**src/rtl/mul_sched_pkg.sv**
```systemverilog
// Shared types and defaults for the two-client multiplier scheduler.
// Latency, backpressure: none here; this package holds only types and constants.
package mul_sched_pkg;

  localparam int WIDTH_DEF = 32;

  typedef enum logic [2:0] {
    S_IDLE  = 3'd0,
    S_LOADA = 3'd1,
    S_LOADB = 3'd2,
    S_ACC   = 3'd3,
    S_DONE  = 3'd4
  } state_t;

endpackage

```
**src/rtl/mul_sched_rr_arb2.sv**
```systemverilog
// Two-way round-robin pick; combinational pick, last_gnt updated on upd.
// Latency 0 for pick; no backpressure, the caller decides when to commit.
module rr_arb2 (
  input  logic clk,
  input  logic rst_n,
  input  logic req0,
  input  logic req1,
  input  logic upd,
  output logic pick,
  output logic last_gnt
);

  // On a tie the client not served last wins; a lone request wins outright.
  always_comb begin
    pick = req1;
    if (req0 && req1) pick = ~last_gnt;
  end

  always_ff @(posedge clk or negedge rst_n) begin
    if (!rst_n)   last_gnt <= 1'b1;
    else if (upd) last_gnt <= pick;
  end

endmodule

```
**src/rtl/mul_sched.sv**
```systemverilog
// Round-robin two-client scheduler/sequencer for the shared multiplier datapath.
// Latency: grant edge to done = b+3 cycles; losing client's req is held pending, no other backpressure.
module mul_sched
  import mul_sched_pkg::*;
#(
  parameter int WIDTH = WIDTH_DEF
) (
  input  logic             clk,
  input  logic             rst_n,
  input  logic             req0,
  input  logic             req1,
  input  logic [WIDTH-1:0] a0,
  input  logic [WIDTH-1:0] b0,
  input  logic [WIDTH-1:0] a1,
  input  logic [WIDTH-1:0] b1,
  output logic             gnt0,
  output logic             gnt1,
  output logic             done0,
  output logic             done1,
  output logic [WIDTH-1:0] result,
  output logic             busy,
  output logic [WIDTH-1:0] dp_data,
  output logic             dp_lda,
  output logic             dp_ldb,
  output logic             dp_ldp,
  output logic             dp_clrp,
  output logic             dp_decb,
  input  logic             dp_eqz,
  input  logic [WIDTH-1:0] dp_y
);

  state_t state, state_nxt;
  logic   leave_idle;
  logic   pick;
  logic   g;

  assign leave_idle = (state == S_IDLE) && (req0 || req1);

  // The arbiter's last_gnt is committed on IDLE exit, so it doubles as the grant register.
  rr_arb2 u_arb (
    .clk      (clk),
    .rst_n    (rst_n),
    .req0     (req0),
    .req1     (req1),
    .upd      (leave_idle),
    .pick     (pick),
    .last_gnt (g)
  );

  always_ff @(posedge clk or negedge rst_n) begin
    if (!rst_n) state <= S_IDLE;
    else        state <= state_nxt;
  end

  always_comb begin
    state_nxt = state;
    case (state)
      S_IDLE:  if (req0 || req1) state_nxt = S_LOADA;
      S_LOADA: state_nxt = S_LOADB;
      S_LOADB: state_nxt = S_ACC;
      S_ACC:   if (dp_eqz) state_nxt = S_DONE;
      S_DONE:  state_nxt = S_IDLE;
      default: state_nxt = S_IDLE;
    endcase
  end

  always_ff @(posedge clk or negedge rst_n) begin
    if (!rst_n)                          result <= '0;
    else if ((state == S_ACC) && dp_eqz) result <= dp_y;
  end

  always_comb begin
    dp_data = '0;
    dp_lda  = 1'b0;
    dp_ldb  = 1'b0;
    dp_ldp  = 1'b0;
    dp_clrp = 1'b0;
    dp_decb = 1'b0;
    done0   = 1'b0;
    done1   = 1'b0;
    case (state)
      S_LOADA: begin
        dp_data = g ? a1 : a0;
        dp_lda  = 1'b1;
        dp_clrp = 1'b1;
      end
      S_LOADB: begin
        dp_data = g ? b1 : b0;
        dp_ldb  = 1'b1;
      end
      S_ACC: begin
        dp_ldp  = ~dp_eqz;
        dp_decb = ~dp_eqz;
      end
      S_DONE: begin
        done0 = ~g;
        done1 = g;
      end
      default: ;
    endcase
    busy = (state != S_IDLE);
    gnt0 = busy && !g;
    gnt1 = busy && g;
  end

endmodule

```
**config.mk**
```make
export PLATFORM = sky130hd
export DESIGN_NAME = mul_sched
export DESIGN_NICKNAME = d
export VERILOG_FILES = /design/src/rtl/mul_sched_pkg.sv /design/src/rtl/mul_sched_rr_arb2.sv /design/src/rtl/mul_sched.sv
export SDC_FILE = /design/constraint.sdc
export NUM_CORES = 1
export LEC_CHECK = 0
export BUFFER_PORTS_ARGS = -buffer_cell sky130_fd_sc_hd__buf_2
export CAP_MARGIN = 20
export CORE_ASPECT_RATIO = 0.5
export CORE_MARGIN = 2
export CORE_UTILIZATION = 41
export DETAILED_ROUTE_END_ITERATION = 10
export HOLD_SLACK_MARGIN = 0.1
export PLACE_DENSITY = 0.85
export SLEW_MARGIN = 25
export SYNTH_ARGS = -nofsm -noshare
export SYNTH_HDL_FRONTEND = slang
export SYNTH_SLANG_ARGS = --single-unit
```
**constraint.sdc**
```tcl
create_clock -name clk -period 4.3 [get_ports clk]
set_input_delay 0.86 -clock clk [delete_from_list [all_inputs] [get_ports clk]]
set_output_delay 0.86 -clock clk [all_outputs]
set_load 0.005 [all_outputs]
```
==> impl_metrics.env <==
export IMPL_synth_distinct_cells=27
export IMPL_nets=596
export IMPL_worst_pin_slew_ns=0.976
export IMPL_total_power_mw=2.57
export IMPL_drive_gt1_share_pct=72.0
export IMPL_fmax_mhz=328
export IMPL_setup_viol=0
export IMPL_cts_sinks=36
export IMPL_area_growth_pct=50.7
export IMPL_via_per_inst=4.85
export IMPL_pre_cts_ws_ns=1.55
export IMPL_setup_worst_path_end_class="output pin"
export IMPL_start_util_pct=42.5
export IMPL_critPathSlowestCell="dfstp_4"
export IMPL_r2r_start="u_arb.last_gnt$_DFFE_PN1P_"
export IMPL_crit_chain="mux2i_1, o22ai_2, buf_2"
export IMPL_grt_pass1_wl_um=11100
export IMPL_critPathRequiredTime_ns=3.44
export IMPL_finalMaxSlewViolations=0
export IMPL_drt_first_pass_iters=4
export IMPL_postRouteAntennaNets=0
export IMPL_drt_total_wl_um=7860
export IMPL_root_buffer="clkbuf_16"
export IMPL_min_path_cells=1
export IMPL_hold_path_end="result[17]$_DFFE_PN0P_"
export IMPL_dieHeight_um=60.3
export IMPL_cp_max_fo=70
export IMPL_ios=239
export IMPL_cts_max_path_buffers=2
export IMPL_yosysWarnings=0
export IMPL_slowest_delay_ns=1.28
export IMPL_synth_seq_cells=36
export IMPL_dp_final_hpwl_um=6060
export IMPL_io_buffer_count=238
export IMPL_first_global_vias=2309
export IMPL_hp_start="result[17]$_DFFE_PN0P_"
export IMPL_placed_cells=511
export IMPL_vias=2523
export IMPL_synth_seq_area_share_pct=34.7
export IMPL_critPathKind="flop to output pin"
export IMPL_hold_class="flop to flop"
export IMPL_rsz0062_at_grt="no"
export IMPL_cts_buffers=5
export IMPL_path_clk_slew_ns=0.05
export IMPL_grt_ovfl_total=0
export IMPL_avgSynthCellArea_sq_um=12.5
export IMPL_r2r_end="u_arb.last_gnt$_DFFE_PN1P_"
export IMPL_die_area_sq_mm=0.00703
export IMPL_relSlewSlack_pct=35.0
export IMPL_peakVddDrop_v=0.000464
export IMPL_min_period_ns=3.05
export IMPL_die_width_um=117
export IMPL_routedWlPerCell_um=15.1
export IMPL_drtIter0Drc=142
export IMPL_layout_common_cells="buf_2 (238), mux2i_1 (64), dfrtp_1 (35)"
export IMPL_grt_max_degree=71
export IMPL_drc=0
export IMPL_crit_arrival_ns=2.19
export IMPL_status="completed"
export IMPL_leakagePower_nw=2.23
export IMPL_reg2regPathDepth=2
export IMPL_track_usage_pct=20.3
export IMPL_hold_violations=0
export IMPL_setup_slack_ns=1.25
export IMPL_cts_htree_levels=2
export IMPL_skew_ns=0.00543
export IMPL_synthTopCellsByArea="dfrtp_1 (34%), mux2i_1 (25%), mux2_2 (14%), o22ai_2 (13%), buf_2 (1.9%)"
export IMPL_netlist_area_sq_mm=0.00260
export IMPL_netlist_top_cell_by_area="dfrtp_1"
export IMPL_fin_cells=520
export IMPL_hold_buffers=0
export IMPL_core_sq_mm=0.00611
export IMPL_finalSetupTns_ns=0
export IMPL_cts_setup_buffers=0
export IMPL_clk_latency_ns=0.27
export IMPL_cts_resized=0
export IMPL_final_common_cell="buf_2"
export IMPL_diodes=0
export IMPL_powerDensity_mw_per_mm2=655
export IMPL_synthesis_nets=373
export IMPL_place_congestion=0.848
export IMPL_finalCritPeriodShare_pct=70.8
export IMPL_synth_top_area_share_pct=33.7
export IMPL_drv_cap=0
export IMPL_cp_start_kind="flop"
export IMPL_synth_cells=208
export IMPL_row_count=20
export IMPL_cts_tree="done"
export IMPL_regToRegSetupSlack_ns=2.62
export IMPL_grt_antenna_before_repair=0
-- Yosys cell counts --
| cell type | count |
|---|---|
| or3_1 | 1 |
| dfstp_2 | 1 |
| o22ai_1 | 4 |
| a21bo_2 | 1 |
| nor2b_1 | 1 |
| nand2_1 | 1 |
| o22a_1 | 1 |
| o22ai_2 | 28 |
| nor3_1 | 1 |
| nor4b_1 | 2 |
| dfrtp_1 | 35 |
| nand4b_2 | 1 |
| inv_1 | 4 |
| mux2i_1 | 64 |
| buf_2 | 10 |
| buf_4 | 5 |
| buf_8 | 2 |
| buf_6 | 4 |
| mux2_2 | 32 |
| or3b_1 | 2 |
| and2_1 | 1 |
| a21oi_1 | 1 |
| clkbuf_1 | 2 |
| o311ai_0 | 1 |
| o21bai_1 | 1 |
| nand2b_1 | 1 |
| nor4bb_1 | 1 |
-- layer usage --
metal	wire, um	global-route usage (%)	part of all wire, %	vias up
met1	3370	26.7	43	1198
met3	502	3.25	6.4	8
met2	3910	35.7	50	84
met5	0	0	0	-
met4	69	4.87	0.88	0
li1	-	-	-	1233
-- cell families after synthesis --
group                  after synthesis  synth area share (%)
DFF                                 36                  34.7
and+or+nand+nor                     12                  3.61
AOI/OAI and AO/OA                   37                  16.0
buffers and inverters               27                  7.13
muxes                               96                  38.5
-- flip-flops by register name, indices dropped and copies added (netlist names) --
name / flops
result: 32
state: 3
u_arb.last_gnt: 1
-- worst max-delay path by stage --
stage	startpoint	slack (ns)	end	cells past startpoint
2_1_floorplan	state[1]$_DFFE_PN0P_	2.08	dp_lda	6
3_3_place_gp	u_arb.last_gnt$_DFFE_PN1P_	1.58	dp_data[4]	3
3_5_place_dp	u_arb.last_gnt$_DFFE_PN1P_	1.55	dp_data[4]	3
4_1_cts	u_arb.last_gnt$_DFFE_PN1P_	1.25	dp_data[4]	3
5_1_grt	u_arb.last_gnt$_DFFE_PN1P_	1.15	dp_data[17]	3
6_report	u_arb.last_gnt$_DFFE_PN1P_	1.25	dp_data[18]	3
-- cell type report --
class                      instances  area (sq um)
inverter                           4          15.0
fill                             535          2190
timing repair buffer             239          1210
tap                               88           110
clock inverter                     1          7.51
sequential                        36           906
multi-input combinational        145          1520
clock buffer                       7           143
-- metrics by stage --
stage	instance area, sq um	hold slack, ns	utilization [%]
6_report	3910	0.498	64.1
5_1_grt	3910	0.519	64.1
4_1_cts	3880	0.499	63.6
3_5_place_dp	3730	0.487	61.1
3_3_place_gp	3730	0.483	61.1
2_1_floorplan	2600	0.488	-
-- report_power, final --
| part | switching [mW] | internal, mW |
|---|---|---|
| clock network | 0.126 | 0.230 |
| logic | 0.599 | 0.838 |
| registers | 0.250 | 0.522 |
| total | 0.975 | 1.59 |
-- critical path: cells and delay by family, from the launching register on --
kind	cells	cell delay (ns)
compound gates	1	0.11
flops	1	1.28
buf+inv	1	0.15
mux	1	0.35
(Power assumes the default switching activity.)
